==> src/rtl/multicycle_ctrl.sv <==
// Multi-cycle control FSM for the RV32 core: sequences FETCH/DECODE/EXEC/MEM/WB,
// drives datapath enables and resolves branches; hung memory handshakes trap to ERR.
module multicycle_ctrl #(
   parameter int WAIT_MAX = 8
) (
   input  logic       clk,
   input  logic       rst,
   input  logic [6:0] opcode,
   input  logic [2:0] funct3,
   input  logic       zero,
   input  logic       less,
   input  logic       imem_ready,
   input  logic       dmem_ready,
   output logic       IRWrite,
   output logic       PCWrite,
   output logic [1:0] PCSel,
   output logic [1:0] ALUOp,
   output logic       ALUSrc,
   output logic       Jump,
   output logic [2:0] BranchType,
   output logic       MemRead,
   output logic       MemWrite,
   output logic       RegWrite,
   output logic [1:0] MemtoReg,
   output logic       instr_done,
   output logic       err,
   output logic [2:0] state
);

   localparam int CW = (WAIT_MAX < 1) ? 1 : $clog2(WAIT_MAX + 1);

   typedef enum logic [2:0] {
      S_FETCH  = 3'd0,
      S_DECODE = 3'd1,
      S_EXEC   = 3'd2,
      S_MEM    = 3'd3,
      S_WB     = 3'd4,
      S_ERR    = 3'd7
   } state_t;

   typedef enum logic [2:0] {
      C_R, C_I, C_LW, C_SW, C_BR, C_JAL, C_JALR, C_BAD
   } iclass_t;

   state_t        state_q;
   iclass_t       iclass;
   logic [CW-1:0] wait_cnt;
   logic          err_q;
   logic          waiting;
   logic          timeout;
   logic          br_taken;

   always_comb begin
      unique case (opcode)
         7'b0110011: iclass = C_R;
         7'b0010011: iclass = C_I;
         7'b0000011: iclass = C_LW;
         7'b0100011: iclass = C_SW;
         7'b1100011: iclass = C_BR;
         7'b1101111: iclass = C_JAL;
         7'b1100111: iclass = C_JALR;
         default:    iclass = C_BAD;
      endcase
   end

   // The ALU already evaluated the condition; funct3 only picks which flag holds it.
   always_comb begin
      unique case (funct3)
         3'b010, 3'b011: br_taken = 1'b0;
         default:        br_taken = funct3[2] ? less : zero;
      endcase
   end

   assign waiting = ((state_q == S_FETCH) && !imem_ready) ||
                    ((state_q == S_MEM)   && !dmem_ready);
   assign timeout = (WAIT_MAX != 0) && waiting && (wait_cnt == CW'(WAIT_MAX));

   // NOTE: sequential state uses non-blocking assignments only, so the default
   // clear of wait_cnt below is safely overridden by the later increment.
   always_ff @(posedge clk or posedge rst) begin
      if (rst) begin
         state_q  <= S_FETCH;
         wait_cnt <= '0;
         err_q    <= 1'b0;
      end else begin
         wait_cnt <= '0;
         unique case (state_q)
            S_FETCH: begin
               if (imem_ready) begin
                  state_q <= S_DECODE;
               end else if (timeout) begin
                  state_q <= S_ERR;
                  err_q   <= 1'b1;
               end else begin
                  wait_cnt <= wait_cnt + 1'b1;
               end
            end
            S_DECODE: begin
               if (iclass == C_BAD) begin
                  state_q <= S_ERR;
                  err_q   <= 1'b1;
               end else begin
                  state_q <= S_EXEC;
               end
            end
            S_EXEC: begin
               unique case (iclass)
                  C_R, C_I, C_JAL, C_JALR: state_q <= S_WB;
                  C_LW, C_SW:              state_q <= S_MEM;
                  C_BR:                    state_q <= S_FETCH;
                  default: begin
                     state_q <= S_ERR;
                     err_q   <= 1'b1;
                  end
               endcase
            end
            S_MEM: begin
               if (dmem_ready) begin
                  state_q <= (iclass == C_LW) ? S_WB : S_FETCH;
               end else if (timeout) begin
                  state_q <= S_ERR;
                  err_q   <= 1'b1;
               end else begin
                  wait_cnt <= wait_cnt + 1'b1;
               end
            end
            S_WB:  state_q <= S_FETCH;
            S_ERR: state_q <= S_ERR;
            default: begin
               state_q <= S_ERR;
               err_q   <= 1'b1;
            end
         endcase
      end
   end

   // NOTE: every output gets a default first, so no latch is inferred, and the
   // rst gate drops memory requests immediately rather than at the next edge.
   always_comb begin
      IRWrite    = 1'b0;
      PCWrite    = 1'b0;
      PCSel      = 2'd0;
      ALUOp      = 2'b00;
      ALUSrc     = 1'b0;
      Jump       = 1'b0;
      BranchType = 3'd0;
      MemRead    = 1'b0;
      MemWrite   = 1'b0;
      RegWrite   = 1'b0;
      MemtoReg   = 2'd0;
      instr_done = 1'b0;
      if (!rst) begin
         unique case (state_q)
            S_FETCH: IRWrite = imem_ready;
            S_EXEC: begin
               unique case (iclass)
                  C_R: ALUOp = 2'b10;
                  C_I, C_LW, C_SW: ALUSrc = 1'b1;
                  C_JALR: begin
                     Jump   = 1'b1;
                     ALUSrc = 1'b1;
                  end
                  C_BR: begin
                     ALUOp      = 2'b01;
                     BranchType = funct3;
                     PCWrite    = 1'b1;
                     instr_done = 1'b1;
                     PCSel      = br_taken ? 2'd1 : 2'd0;
                  end
                  default: ;
               endcase
            end
            S_MEM: begin
               if (iclass == C_LW) begin
                  MemRead = 1'b1;
               end else if (iclass == C_SW) begin
                  MemWrite = 1'b1;
                  if (dmem_ready) begin
                     PCWrite    = 1'b1;
                     instr_done = 1'b1;
                  end
               end
            end
            S_WB: begin
               RegWrite   = 1'b1;
               PCWrite    = 1'b1;
               instr_done = 1'b1;
               unique case (iclass)
                  C_LW:    MemtoReg = 2'd1;
                  C_JAL: begin
                     MemtoReg = 2'd2;
                     PCSel    = 2'd1;
                  end
                  C_JALR: begin
                     MemtoReg = 2'd2;
                     PCSel    = 2'd2;
                  end
                  default: ;
               endcase
            end
            default: ;
         endcase
      end
   end

   assign err   = err_q;
   assign state = state_q;

endmodule

==> config.mk <==
export PLATFORM = sky130hd
export DESIGN_NAME = multicycle_ctrl
export DESIGN_NICKNAME = d
export VERILOG_FILES = /design/src/rtl/multicycle_ctrl.sv
export SDC_FILE = /design/constraint.sdc
export NUM_CORES = 1
export LEC_CHECK = 0
export CORE_MARGIN = 5
export CORE_UTILIZATION = 40
export DETAILED_ROUTE_END_ITERATION = 7
export DONT_BUFFER_PORTS = 1
export PLACE_DENSITY = 0.56
export REMOVE_ABC_BUFFERS = 1
export SYNTH_ARGS = -nofsm -noshare
export SYNTH_HDL_FRONTEND = slang
export SYNTH_SLANG_ARGS = --single-unit
==> constraint.sdc <==
create_clock -name clk -period 2.2 [get_ports clk]
set_input_delay 0.33 -clock clk [delete_from_list [all_inputs] [get_ports clk]]
set_output_delay 0.33 -clock clk [all_outputs]
set_load 0.005 [all_outputs]
==> flow_metrics.py, run 1 <==
metrics = {
    "critical_path": {
        "worstPathCellList": "nand2b_1, or3_1, nor2_1, and2_1",
        "start_kind": "flip-flop",
        "reg2reg_slack_ns": 0.57,
        "crit_family": "simple AND/OR/NAND/NOR gates",
        "cpPeakStageDelay_ns": 0.49,
        "slowest_stage": "dfrtp_1",
        "worstPathMaxFanout": 8,
        "cp-end-kind": "output port",
        "crit_buf_inv": 0,
        "worstPathRequired_ns": 1.87,
        "r2r_end": "wait_cnt[2]",
        "cp_data_arrival_time_ns": 1.73,
        "crit_type": "reg2out",
        "worstReg2RegStart": "state[0]",
        "r2r_cells": 5,
    },
    "drt": {
        "wl_um": 2120,
        "antenna_left": 0,
        "drc_errors": 0,
        "drt_first_iter_violations": 18,
        "avgViaCountPerCell": 6.15,
        "drt_pass1_iterations": 4,
        "vias": 830,
        "post_drt_wl_per_cell_um": 15.7,
    },
    "worst_hold_path": {
        "min_from": "dmem_ready",
        "holdPathStages": 3,
        "hold_class": "in2reg",
        "whs_endpoint": "state[1]",
    },
    "cells_and_area": {
        "layout.cells.non_filler": 135,
        "regArea_sq_um": 200,
        "nets": 128,
        "fill_cells": 206,
        "multi_input_comb_area_sq_um": 571,
        "diodes": 0,
        "layout-drive-gt1-share": 0.0741,
        "area_growth_pct": 6.02,
    },
    "synth": {
        "yosys_most_used_dff": "dfrtp_1",
        "netlist_top_cells_count": "9 x nor3_1, 8 x dfrtp_1, 8 x nand2_1",
        "async_flop_share": 1.00,
        "ys_warn_count": 0,
        "synth_seq_area_share": 0.241,
        "synth_top_family_by_area": "simple AND/OR/NAND/NOR gates",
        "synthCells": 108,
        "synth_top_cell_by_area": "dfrtp_1",
        "syn_area_sq_um": 832,
        "synth_area_leaders": "dfrtp_1 24%, nor3_1 5.4%, and2_1 3.8%, nor2b_1 3.8%, nand2_1 3.6%",
        "post-synth-top-count-cell": "nor3_1",
        "yosysUniqueCellTypes": 43,
        "synth_compound_area_frac": 0.194,
        "synthAdderAreaFrac": 0.0301,
        "synth_edf_count": 0,
        "synth_xor_area_frac": 0.0211,
        "ys_ff_latch": 8,
        "yosys.area_share.simple": 0.441,
        "synth_top_area_share": 0.241,
        "synthMuxAreaShare": 0,
        "synth.avg_cell_area_sq_um": 7.70,
    },
    "die": {
        "die-area_sq_mm": 0.00309,
        "die_w_um": 55.6,
        "placementRows": 16,
        "pin_count": 37,
        "initial_core_util": 0.420,
        "die_y_um": 55.6,
        "core_region_area_sq_mm": 0.00198,
    },
    "clock_network": {
        "cts_buffers": 3,
        "clk_path_buf_depth": 2,
        "cts_tree": "built",
        "insertion_delay_ns": 0.25,
        "root_buffer": "clkbuf_4",
        "cts.sinks": 8,
        "htree_levels": 1,
        "clk_pin_slew_ns": 0.05,
    },
    "global_route": {
        "grt-ovfl-total": 0,
        "antenna_found_initial": 0,
        "grt_pass1_vias": 772,
        "grt_max_degree": 18,
        "track_usage": 0.139,
        "grt_pass1_wl_um": 3540,
    },
    "timing": {
        "setup_viol": 0,
        "fin_setup_tns_ns": 0,
        "grt_setup_unrepaired": "false",
        "tightest_slew_ns": 0.528,
        "finalCriticalPeriod_ns": 2.06,
        "finalHoldViolCount": 0,
        "fmax_mhz": 485,
        "setup_slack_ns": 0.138,
        "fin_crit_sh": 0.937,
        "slew_viol_final": 0,
        "skew_ns": 0.000288,
        "relSlewSlack": 0.644,
    },
    "placement": {
        "placedCellCount": 131,
        "place_ws_ns": 0.406,
        "dp_hpwl_um": 1620,
        "io_buffers": 0,
        "globalplace.congestion": 0.799,
    },
    "status": {
        "status": "finished, final reports clean",
    },
    "flow_run": {
        "drv_cap": 0,
    },
    "power_and_ir_drop": {
        "p_leak_nw": 0.298,
        "ir_drop_mv": 0.137,
        "power_density_mw_per_mm2": 319,
    },
}
[cell usage in the layout, fill, tap and decap left out, drive strengths merged, types with 2 or more instances in the layout]
cell type,Yosys,routed
a211oi,2,2
a21oi,5,5
and2,5,5
buf,3,3
clkbuf,4,3
dfrtp,8,8
ha,2,2
inv,6,6
nand2,8,8
nand2b,3,3
nand3,4,4
nand3b,2,2
nand4bb,2,2
nor2,7,7
nor2b,5,5
nor3,9,9
nor3b,2,2
nor4,3,3
o211ai,2,2
o21ai,3,3
o31ai,2,2
or3,2,2
or4,2,2
[power by group]
group          switching, W  total (W)  internal (W)  leakage (nW)
clock network     0.0000449   0.000107     0.0000621        0.0138
logic             0.0000110  0.0000230     0.0000120         0.192
registers        0.00000201   0.000152      0.000150        0.0924
[routing by layer]
layer / GRT usage / share of wire
met5: 0 / 0
met4: 0.0625 / 0.0094
met3: 0.0348 / 0.058
met2: 0.226 / 0.49
met1: 0.170 / 0.44
[worst reg2reg max path, delay by kind of cell, from the launching register on]
family	cells	cell delay, ns
DFF	1	0.48
AOI/OAI and AO/OA	1	0.23
buffers and inverters	1	0.23
and+or+nand+nor	3	0.62
[timing repair]
action                     4_1_cts  5_1_grt
setup endpoints to repair        0        0
hold buffers                     1        0
hold endpoints to repair         8        0
gates resized for setup          0        0
setup buffers                    0        0
[registers in the layout, indices dropped and copies added, names as in the netlist]
name / flops
wait_cnt: 4
state: 3
err: 1
[logic make-up after synthesis]
family,Yosys count
simple gates,60
fa+ha+maj,2
compound gates,23
buf+inv,13
xor+xnor,2
flops,8
[how the worst max path moves through the flow]
stage | start | to | slack (ns) | cells after the start
after floorplan | state[2] | BranchType[0] | 0.42 | 4
after global placement | state[1] | BranchType[0] | 0.43 | 4
after detailed placement | state[1] | BranchType[2] | 0.41 | 4
after CTS | state[1] | BranchType[2] | 0.12 | 4
after global routing | state[1] | BranchType[2] | 0.01 | 4
final | state[1] | BranchType[2] | 0.14 | 4
[metrics by stage]
| step | total power, W | area (sq um) | hold WS, ns | utilization |
|---|---|---|---|---|
| 3_3_place_gp | 0.000176 | 850 | 0.178 | 0.429 |
| 6_report | 0.000282 | 882 | 0.288 | 0.445 |
| 3_5_place_dp | 0.000176 | 850 | 0.184 | 0.429 |
| 2_1_floorplan | 0.000172 | 793 | 0.146 | - |
| 4_1_cts | 0.000292 | 882 | 0.264 | 0.445 |
| 5_1_grt | 0.000305 | 882 | 0.310 | 0.445 |
[cell type report]
class	count	share of cell area
clock buffer	3	0.0255
inverter	6	0.0255
multi-input combinational	87	0.647
sequential	8	0.227
tap	27	0.0383
timing repair buffer	4	0.0369
Note: power is estimated with default switching activity, not from simulation.
==> run 2: changes to the inputs <==
--- a/config.mk
+++ b/config.mk
@@ -7,9 +7,11 @@
 export LEC_CHECK = 0
 export CORE_MARGIN = 5
 export CORE_UTILIZATION = 40
+export CTS_BUF_LIST = sky130_fd_sc_hd__clkbuf_16
 export DETAILED_ROUTE_END_ITERATION = 7
 export DONT_BUFFER_PORTS = 1
-export PLACE_DENSITY = 0.56
+export MAX_ROUTING_LAYER = met4
+export PLACE_DENSITY = 0.53
 export REMOVE_ABC_BUFFERS = 1
 export SYNTH_ARGS = -nofsm -noshare
 export SYNTH_HDL_FRONTEND = slang
==> flow_metrics.py, run 2 (synthesis gave the netlist of run 1 again) <==
metrics = {
    "status": {
        "status": "finished, final reports clean",
    },
    "die": {
        "placementRows": 16,
        "die_y_um": 55.6,
        "core_region_area_sq_mm": 0.00198,
        "die-area_sq_mm": 0.00309,
        "pin_count": 37,
        "die_w_um": 55.6,
        "initial_core_util": 0.420,
    },
    "worst_hold_path": {
        "hold_class": "in2reg",
        "min_from": "dmem_ready",
        "holdPathStages": 3,
        "whs_endpoint": "state[1]",
    },
    "global_route": {
        "grt_pass1_wl_um": 3550,
        "grt_pass1_vias": 799,
        "track_usage": 0.142,
        "grt_max_degree": 19,
        "antenna_found_initial": 0,
        "grt-ovfl-total": 0,
    },
    "critical_path": {
        "r2r_cells": 6,
        "slowest_stage": "or3_1",
        "start_kind": "flip-flop",
        "worstPathCellList": "nand2b_1, or3_1, nor2_1, and2_1",
        "crit_family": "simple AND/OR/NAND/NOR gates",
        "cpPeakStageDelay_ns": 0.40,
        "r2r_end": "state[0]",
        "crit_buf_inv": 0,
        "cp_data_arrival_time_ns": 1.63,
        "crit_type": "reg2out",
        "reg2reg_slack_ns": 0.67,
        "cp-end-kind": "output port",
        "worstReg2RegStart": "wait_cnt[0]",
        "worstPathMaxFanout": 4,
        "worstPathRequired_ns": 1.87,
    },
    "cells_and_area": {
        "layout-drive-gt1-share": 0.0741,
        "layout_common_cells": "9 x nor3_1, 8 x nand2_1, 8 x dfrtp_1",
        "final_common_cell": "nor3_1",
        "largest_reg_flops": 4,
        "nets": 128,
        "fill_cells": 207,
        "top_register": "wait_cnt",
        "area_growth_pct": 12.3,
        "diodes": 0,
    },
    "drt": {
        "post_drt_wl_per_cell_um": 16.1,
        "drt_pass1_iterations": 4,
        "wl_um": 2170,
        "antenna_left": 0,
        "avgViaCountPerCell": 5.98,
        "drc_errors": 0,
        "drt_first_iter_violations": 5,
        "vias": 807,
    },
    "timing": {
        "setup_viol": 0,
        "fin_crit_sh": 0.891,
        "tightest_slew_ns": 0.531,
        "fin_setup_tns_ns": 0,
        "skew_ns": 0.000709,
        "relSlewSlack": 0.642,
        "finalHoldViolCount": 0,
        "grt_setup_unrepaired": "false",
        "fmax_mhz": 510,
        "slew_viol_final": 0,
        "finalCriticalPeriod_ns": 1.96,
        "setup_slack_ns": 0.240,
    },
    "clock_network": {
        "cts_tree": "built",
        "cts_buffers": 3,
        "clk_path_buf_depth": 2,
        "cts.sinks": 8,
        "htree_levels": 1,
        "root_buffer": "clkbuf_16",
        "insertion_delay_ns": 0.23,
        "clk_pin_slew_ns": 0.04,
        "ctsResizeCount": 0,
    },
    "placement": {
        "globalplace.congestion": 0.802,
        "dp_hpwl_um": 1670,
        "place_ws_ns": 0.430,
        "io_buffers": 0,
    },
    "power_and_ir_drop": {
        "p_leak_nw": 0.321,
        "finalPower_w": 0.000476,
        "ir_drop_mv": 0.327,
        "power_density_mw_per_mm2": 509,
    },
    "flow_run": {
        "drv_cap": 0,
    },
}
-- run 2: worst max-delay path by stage --
stage               from             to  slack (ns)  depth (start not counted)
2_1_floorplan   state[2]  BranchType[0]        0.42                          4
3_3_place_gp   opcode[4]       PCSel[0]        0.44                          4
3_5_place_dp   opcode[4]       PCSel[0]        0.43                          4
4_1_cts         state[2]     instr_done        0.22                          5
5_1_grt         state[2]        PCWrite        0.09                          5
6_report        state[2]  BranchType[1]        0.24                          4
-- run 2: area by class of cell --
type	count	area (sq um)	share of cell area
Clock buffer	3	75.1	0.0803
Inverter	6	22.5	0.0241
Multi-Input combinational cell	87	571	0.610
Sequential cell	8	200	0.214
Tap cell	27	33.8	0.0361
Timing Repair Buffer	4	32.5	0.0348
-- run 2: where the power goes --
| group | switching, W | internal (W) |
|---|---|---|
| combinational | 0.0000109 | 0.0000120 |
| clock | 0.0000669 | 0.000234 |
| sequential | 0.00000216 | 0.000150 |
-- run 2: metal layers --
metal	global-route usage	vias up	wire length, um
met1	0.165	379	971
met4	0.0417	0	14
li1	-	403	-
met2	0.242	23	1070
met5	-	-	0
met3	0.0325	2	111
-- run 2: worst reg2reg max path, stage by stage (launching register included) --
cell	delay [ns]
dfrtp_1	0.40
inv_1	0.07
ha_1	0.13
nand3b_1	0.21
nor2b_1	0.21
o41a_1	0.33
o211ai_1	0.10
-- run 2: repair_timing --
action	4_1_cts	5_1_grt
buffers inserted	0	0
hold buffers	1	0
hold endpoints to repair	8	0
-- run 2: through the flow --
stage / utilization / cell area [sq um] / instances / hold slack [ns]
final: 0.472 / 935 / 135 / 0.299
after global routing: 0.472 / 935 / 135 / 0.315
after CTS: 0.472 / 935 / 135 / 0.302
after detailed placement: 0.429 / 850 / 131 / 0.187
after global placement: 0.429 / 850 / 131 / 0.180
after floorplan: - / 793 / 101 / 0.146
